$ cat src/rtl/midi_note_tx.sv
// MIDI note-on/off serialiser: 8N1, LSB first, status/note/velocity.
// Define MIDI_TX_RUNNING_STATUS_EN to omit repeated status bytes.
module midi_note_tx #(
  parameter int         CLK_FREQ = 50000000,
  parameter int         BAUD     = 31250,
  parameter logic [3:0] CHANNEL  = 4'h0
) (
  input  logic       clk,
  input  logic       reset,
  input  logic       valid_in,
  input  logic       note_on_in,
  input  logic [6:0] note_num_in,
  input  logic [6:0] velocity_in,
  output logic       ready,
  output logic       tx
);

  localparam int DIV   = CLK_FREQ / BAUD;
  localparam int CNT_W = (DIV < 2) ? 1 : $clog2(DIV);

  generate
    if (DIV < 2) begin : g_div_chk
      $error("midi_note_tx: CLK_FREQ/BAUD must be >= 2");
    end
  endgenerate

  typedef enum logic [1:0] {
    IDLE,
    START,
    DATA,
    STOP
  } state_t;

  state_t           r_state;
  state_t           w_state_nxt;
  logic [CNT_W-1:0] r_cnt;
  logic [CNT_W-1:0] w_cnt_nxt;
  logic [2:0]       r_bit;
  logic [2:0]       w_bit_nxt;
  logic [1:0]       r_byte;
  logic [1:0]       w_byte_nxt;
  logic             r_ready;
  logic             w_ready_nxt;
  logic             r_tx;
  logic             w_tx_nxt;
  logic [7:0]       r_status;
  logic [6:0]       r_note;
  logic [6:0]       r_vel;
  logic             w_accept;
  logic             w_tick;
  logic             w_skip;
  logic [7:0]       w_status_new;
  logic [7:0]       w_cur;

  assign w_accept     = valid_in & r_ready;
  assign w_tick       = (r_cnt == CNT_W'(DIV - 1));
  assign w_status_new = {note_on_in ? 4'h9 : 4'h8, CHANNEL};
  assign ready        = r_ready;
  assign tx           = r_tx;

`ifdef MIDI_TX_RUNNING_STATUS_EN
  logic [7:0] r_last_status;
  logic       r_rs_valid;

  assign w_skip = r_rs_valid && (w_status_new == r_last_status);

  always_ff @(posedge clk) begin
    if (reset) begin
      r_last_status <= 8'h00;
      r_rs_valid    <= 1'b0;
    end else if (w_accept && !w_skip) begin
      r_last_status <= w_status_new;
      r_rs_valid    <= 1'b1;
    end
  end
`else
  assign w_skip = 1'b0;
`endif

  always_ff @(posedge clk) begin
    if (reset) begin
      r_status <= 8'h00;
      r_note   <= 7'h00;
      r_vel    <= 7'h00;
    end else if (w_accept) begin
      r_status <= w_status_new;
      r_note   <= note_num_in;
      r_vel    <= velocity_in;
    end
  end

  always_ff @(posedge clk) begin
    if (reset) begin
      r_state <= IDLE;
      r_cnt   <= '0;
      r_bit   <= 3'd0;
      r_byte  <= 2'd0;
      r_ready <= 1'b0;
      r_tx    <= 1'b1;
    end else begin
      r_state <= w_state_nxt;
      r_cnt   <= w_cnt_nxt;
      r_bit   <= w_bit_nxt;
      r_byte  <= w_byte_nxt;
      r_ready <= w_ready_nxt;
      r_tx    <= w_tx_nxt;
    end
  end

  always_comb begin
    w_cur = {1'b0, r_vel};
    unique case (w_byte_nxt)
      2'd0:    w_cur = r_status;
      2'd1:    w_cur = {1'b0, r_note};
      default: w_cur = {1'b0, r_vel};
    endcase
  end

  always_comb begin
    w_state_nxt = r_state;
    w_cnt_nxt   = w_tick ? '0 : r_cnt + CNT_W'(1);
    w_bit_nxt   = r_bit;
    w_byte_nxt  = r_byte;
    w_ready_nxt = r_ready;
    unique case (r_state)
      IDLE: begin
        w_cnt_nxt   = '0;
        w_ready_nxt = 1'b1;
        if (w_accept) begin
          w_state_nxt = START;
          w_bit_nxt   = 3'd0;
          w_byte_nxt  = w_skip ? 2'd1 : 2'd0;
          w_ready_nxt = 1'b0;
        end
      end
      START: begin
        if (w_tick) begin
          w_state_nxt = DATA;
          w_bit_nxt   = 3'd0;
        end
      end
      DATA: begin
        if (w_tick) begin
          if (r_bit == 3'd7) w_state_nxt = STOP;
          else w_bit_nxt = r_bit + 3'd1;
        end
      end
      STOP: begin
        if (w_tick) begin
          if (r_byte == 2'd2) begin
            w_state_nxt = IDLE;
            w_ready_nxt = 1'b1;
          end else begin
            w_state_nxt = START;
            w_byte_nxt  = r_byte + 2'd1;
          end
        end
      end
    endcase
  end

  // tx is registered from the next-state view so it never glitches
  always_comb begin
    w_tx_nxt = 1'b1;
    unique case (w_state_nxt)
      START:   w_tx_nxt = 1'b0;
      DATA:    w_tx_nxt = w_cur[w_bit_nxt];
      default: w_tx_nxt = 1'b1;
    endcase
  end

endmodule

$ cat config.mk
export PLATFORM = sky130hd
export DESIGN_NAME = midi_note_tx
export DESIGN_NICKNAME = d
export VERILOG_FILES = /design/src/rtl/midi_note_tx.sv
export SDC_FILE = /design/constraint.sdc
export NUM_CORES = 1
export LEC_CHECK = 0
export ABC_AREA = 1
export CAP_MARGIN = 40
export CORE_MARGIN = 10
export CORE_UTILIZATION = 56
export DETAILED_ROUTE_END_ITERATION = 16
export PLACE_DENSITY = 0.78
export SLEW_MARGIN = 15
export SYNTH_ARGS = -nofsm -noshare
export SYNTH_HDL_FRONTEND = slang
export SYNTH_SLANG_ARGS = --single-unit
export TNS_END_PERCENT = 50
$ cat constraint.sdc
create_clock -name clk -period 2.3 [get_ports clk]
set_clock_uncertainty 0.1 [all_clocks]
set_input_delay 0.575 -clock clk [delete_from_list [all_inputs] [get_ports clk]]
set_output_delay 0.575 -clock clk [all_outputs]
set_load 0.05 [all_outputs]
==> flow_metrics.tcl, run 1 <==
set metrics [dict create \
    row_count 21 \
    io_buffer_count 19 \
    grt_max_degree 21 \
    syn_area_per_cell_um2 7.179 \
    syn_to_final_growth_pct 19.55 \
    htree_levels 2 \
    final_nets 328 \
    p_sw_share_pct 30.04 \
    via_per_inst 4.920 \
    pwr-share-seq_pct 53.5 \
    worstPathRequired_ns 1.62 \
    setup_tns_ns 0 \
    slew_headroom_pct 66.21 \
    core_area_um2 3337 \
    status "finished, final reports clean" \
    ys_seq_area_share_pct 37.04 \
    p_per_area_nw_per_um2 551.6 \
    grt_pass1_vias 1704 \
    cts-resized-gates 0 \
    cts_hold_buf 0 \
    slew_viol_final 0 \
    via_count 1717 \
    endpoint_kind "output port" \
    cts.clk_slew.worst_paths_ns 0.12 \
    slowest_stage "clkdlybuf4s50_1" \
    slowest_delay_ns 0.82 \
    hpwlAfterDp_um 3099 \
    antenna_found_initial 0 \
    diodes 0 \
    worst_setup_path_start_kind "flip-flop" \
    power.leakage_uw 0.001030 \
    ys.flop_type "dfxtp_1" \
    dieArea_um2 6232 \
    clock-sinks 36 \
    synth-warning-count 0 \
    cts_tree "yes" \
    async_reset_ff_share_pct 0 \
    chipHeight_um 78.95 \
    fmax_ghz 0.4547 \
    post-cts-setup-buffers 0 \
    cpLargestDelayFamily "buffers and inverters" \
    gp_congestion 0.8840 \
    drive_above_1_share_pct 13.20 \
    fin_cells 349 \
    finalSetupViolations 0 \
    overflow 0 \
    start_util_pct 58.31 \
    period_share_pct 95.63 \
    synthDistinctLibCells 28 \
    p_clk_share_pct 26.4 \
    worst-path-buf-inv 1 \
    grt_pass1_wl_um 7182 \
    wl_per_cell_um 11.25 \
    crit_type "reg2out" \
    synth_edf_count 0 \
    ir_drop_v 0.0004034 \
    p_sw_uw 385.4 \
    path_cells "clkdlybuf4s50_1" \
    drc 0 \
    tightest_slew_ns 0.5053 \
    drt-initial-drc-count 94 \
    root_buffer "clkbuf_4" \
    p_comb_share_pct 20.1 \
    syn_inst 271 \
    clock_latency_ns 0.35 \
    hp-class "reg2reg" \
    rsz0062_at_grt "false" \
    crit_arrival_ns 1.52 \
    cts_max_path_buffers 2 \
    numCtsBuffers 5 \
    grtUsageTotal_pct 13.99 \
    period_needed_ns 2.199 \
    min_from "r_cnt[0]" \
    startpoint "ready" \
    max_cap_viol_count 0 \
    r2r_start "r_cnt[0]" \
    postRouteAntennaNets 0 \
    dp_cells 341 \
    crit_path_max_fanout 3 \
    power.internal_uw 897.6 \
    wl_um 3925 \
    syn_area_um2 1946 \
    synth-seq-cells 36 \
    hold_viol 0 \
    mappedNetlistNets 297 \
    fillerInstances 299 \
    io_pins 20 \
    dr.pass1.iters 4 \
    dieWidth_um 78.95 \
]
## final timing paths
check                           slack [ns]  endpoint  cells after the start
worst min register to register        0.32  r_cnt[0]                      1
worst min-delay path                  0.32  r_cnt[0]                      1
worst max-delay path                  0.10     ready                      1
worst max register to register        0.25        tx                     15
## layout by cell type (no fill, tap or decap), drive strengths merged, types with 7 or more instances in the layout
cell type,n
nor2,63
nand2,61
dfxtp,36
inv,30
clkdlybuf4s50,19
o21ai,18
nand3,18
a21oi,15
buf,10
ha,8
clkbuf,7
## registers in the layout (all words and copies together) (netlist names)
name      flops
r_bit         3
r_byte        2
r_cnt        11
r_note        7
r_state       2
r_status      2
r_vel         7
ready         1
tx            1
## power by group through the flow
stage          clock [uW]  combinational, uW  sequential [uW]
3_5_place_dp            0                252              700
3_3_place_gp            0                247              700
5_1_grt               371                292              691
6_report              338                258              687
2_1_floorplan           0                143              716
4_1_cts               350                252              686
## stage by stage
stage	setup WS, ns	power [uW]	instance area, um2	hold slack [ns]	util (%)
6_report	0.1006	1283	2326	0.3242	69.70
3_3_place_gp	-0.1559	947.3	2250	0.3308	67.42
5_1_grt	0.02338	1355	2326	0.3393	69.70
2_1_floorplan	0.2089	859.0	1946	0.3175	-
3_5_place_dp	-0.1863	952.2	2250	0.3422	67.42
4_1_cts	0.07999	1289	2303	0.3593	69.03
## synthesized netlist by cell type (3+ instances only)
cell type / n / area [um2]
ha_1: 8 / 100.1
dfxtp_1: 36 / 720.7
nor2_1: 58 / 217.7
o21ai_0: 17 / 85.08
clkbuf_1: 5 / 18.77
o22ai_1: 3 / 18.77
inv_1: 29 / 108.9
nand3_1: 17 / 85.08
nand2_1: 56 / 210.2
a21oi_1: 14 / 70.07
nand2_4: 3 / 33.78
xor2_1: 3 / 26.28
## metal layers
layer | wire (um) | GRT usage (%) | vias up
met4 | 48 | 4.480 | 0
met2 | 1888 | 24.01 | 35
met5 | 0 | 0 | -
met1 | 1826 | 16.03 | 754
met3 | 162 | 4.617 | 5
li1 | - | - | 923
## final cells by class
type	count	area (um2)	share of cell area (%)
Timing Repair Buffer	29	265.3	11.40
Inverter	30	112.6	4.841
Sequential cell	36	724.4	31.15
Clock inverter	1	8.758	0.3765
Multi-Input combinational cell	200	1112	47.82
Clock buffer	7	45.04	1.937
Tap cell	46	57.56	2.474
## cell families (layout without fill, tap and decap cells)
logic type / Yosys count / count (layout) / share of synthesized area [%]
and+or+nand+nor: 149 / 149 / 37.23
buffers and inverters: 35 / 67 / 6.752
adders and majority gates: 8 / 8 / 5.145
AOI/OAI and AO/OA: 39 / 39 / 12.03
xor gates and xnor gates: 4 / 4 / 1.801
DFF: 36 / 36 / 37.04
Note: power is estimated with default switching activity, not from simulation.
==> run 2: changes to the inputs <==
==> constraint.sdc (replaced) <==
create_clock -name clk -period 2.3 [get_ports clk]
set_clock_uncertainty 0.1 [all_clocks]
set_input_delay 0.345 -clock clk [delete_from_list [all_inputs] [get_ports clk]]
set_output_delay 0.345 -clock clk [all_outputs]
set_load 0.05 [all_outputs]
==> run 2 against run 1 <==
Highest routed layer unchanged. Global-route usage shrank 0.37 points. Final cell count decreased by 1.1%. Sequential power is essentially flat. Hold slack improved by 0.043 ns. Clock power is essentially flat.
==> flow_metrics.tcl, run 2 (same netlist as run 1, synthesis figures left out) <==
set metrics [dict create \
    gp_congestion 0.9065 \
    dr.pass1.iters 4 \
    hold_viol 0 \
    most-common-layout-cells "nor2_1 (57), nand2_1 (55), dfxtp_1 (35)" \
    clock-sinks 36 \
    cpMostUsedCell "nand2_1" \
    crit_type "reg2reg" \
    slew_viol_final 0 \
    slew_headroom_pct 66.20 \
    hold_path_end "r_cnt[0]" \
    diodes 0 \
    rsz0062_at_grt "false" \
    period_share_pct 92.40 \
    drive_above_1_share_pct 10.70 \
    grt_max_degree 21 \
    drc 0 \
    slowest_delay_ns 0.38 \
    power.leakage_uw 0.001017 \
    core_area_um2 3337 \
    ff2ff_setup_slack_ns 0.17 \
    crit_arrival_ns 2.31 \
    mostFrequentLayoutCell "nor2_1" \
    via_count 1726 \
    r2r_start "r_cnt[0]" \
    dieArea_um2 6232 \
    largest_register_ff_count 11 \
    worstPathRequired_ns 2.49 \
    root_buffer "clkbuf_4" \
    numCtsBuffers 5 \
    io_buffer_count 19 \
    crit_path_max_fanout 7 \
    endpoint_kind "flip-flop" \
    fin_util_pct 68.50 \
    worst-path-buf-inv 1 \
    fmax_ghz 0.4705 \
    hpwlAfterDp_um 3119 \
    cts_hold_buf 0 \
    start_util_pct 58.31 \
    postRouteAntennaNets 0 \
    fin_cells 345 \
    grt_pass1_wl_um 6989 \
    dp_cells 337 \
    tightest_slew_ns 0.5054 \
    clock_latency_ns 0.34 \
    min_from "r_cnt[0]" \
    final_nets 324 \
    via_per_inst 5.003 \
    grtUsageTotal_pct 13.62 \
    wl_um 3949 \
    worst_setup_path_start_kind "flip-flop" \
    wl_per_cell_um 11.45 \
    htree_levels 2 \
    cpLargestDelayFamily "simple AND/OR/NAND/NOR gates" \
    hold_depth 1 \
    slowest_stage "dfxtp_1" \
    cts_tree "yes" \
    setup_tns_ns 0 \
    post-cts-setup-buffers 0 \
    period_needed_ns 2.125 \
    p_per_area_nw_per_um2 557.2 \
    regMostFlops "r_cnt" \
    grt_pass1_vias 1673 \
    ff2ff_path_depth 15 \
    max_cap_viol_count 0 \
    r2r-end "tx" \
    syn_to_final_growth_pct 17.49 \
    io_pins 20 \
    overflow 0 \
    cts.clk_slew.worst_paths_ns 0.11 \
    hp-class "reg2reg" \
    dieWidth_um 78.95 \
    antenna_found_initial 0 \
    chipHeight_um 78.95 \
    cts_max_path_buffers 2 \
    path_cells "ha_1 -> nand3_4 -> nor2_8 -> buf_4 -> nand4_4 -> nand2_8 -> nand2_1 -> and2_1 -> nand2_1 -> nand3_1 -> nand2_1 -> nand2_1 -> nand2_1 -> nor2_1 -> nor2_1" \
    status "finished, final reports clean" \
    finalSetupViolations 0 \
    ir_drop_v 0.0003421 \
    reg_top3 "r_cnt x11, r_note x7, r_vel x7" \
    row_count 21 \
    drt-initial-drc-count 103 \
]
run 2: final cells by class:
cell class              count  area [um2]
multi-input cells         200        1105
fillers                   309        1051
flip-flops and latches     36       721.9
repair buffers             25       235.2
inverters                  30       112.6
well taps                  46       57.56
clock buffers               7       45.04
clock inverters             1       8.758
run 2: worst max path at each step:
stage | from | to | cells past startpoint
2_1_floorplan | ready | tx | 16
3_3_place_gp | valid_in | tx | 15
3_5_place_dp | valid_in | tx | 17
4_1_cts | r_cnt[0] | tx | 15
5_1_grt | r_cnt[0] | tx | 15
6_report | r_cnt[0] | tx | 15
run 2: routing by layer:
layer	global-route usage, %	wire length [um]
met5	0	0
met1	15.32	1727
met4	6.093	43
met2	23.36	1932
met3	3.941	246
run 2: report_power, final:
group          leakage [uW]  total (uW)  switching (uW)  internal, uW
Clock             0.0000295         340             217           123
Sequential         0.000294         686            22.3           664
Combinational      0.000694         248             145           103
run 2: repair_timing:
| item | 4_1_cts | 5_1_grt |
|---|---|---|
| hold endpoints to repair | 0 | 0 |
| resized for setup | 0 | 5 |
| endpoints found under the setup margin | 0 | 1 |
run 2: worst reg2reg max path, stage by stage, from the launching register on:
cell and delay (ns):
dfxtp_1 0.38, ha_1 0.24, nand3_4 0.13, nor2_8 0.13, buf_4 0.16, nand4_4 0.15
nand2_8 0.15, nand2_1 0.06, and2_1 0.15, nand2_1 0.05, nand3_1 0.07, nand2_1 0.07
nand2_1 0.04, nand2_1 0.07, nor2_1 0.04, nor2_1 0.07
run 2: per-stage QoR:
stage          power [uW]  hold slack (ns)  area (um2)  worst slack, ns
2_1_floorplan       859.0           0.3175        1946           0.2089
4_1_cts              1280           0.3733        2273          0.08711
3_5_place_dp        945.3           0.3462        2220          0.02598
5_1_grt              1351           0.3880        2286         0.001848
3_3_place_gp        940.0           0.3316        2220          0.03392
6_report             1274           0.3670        2286           0.1748
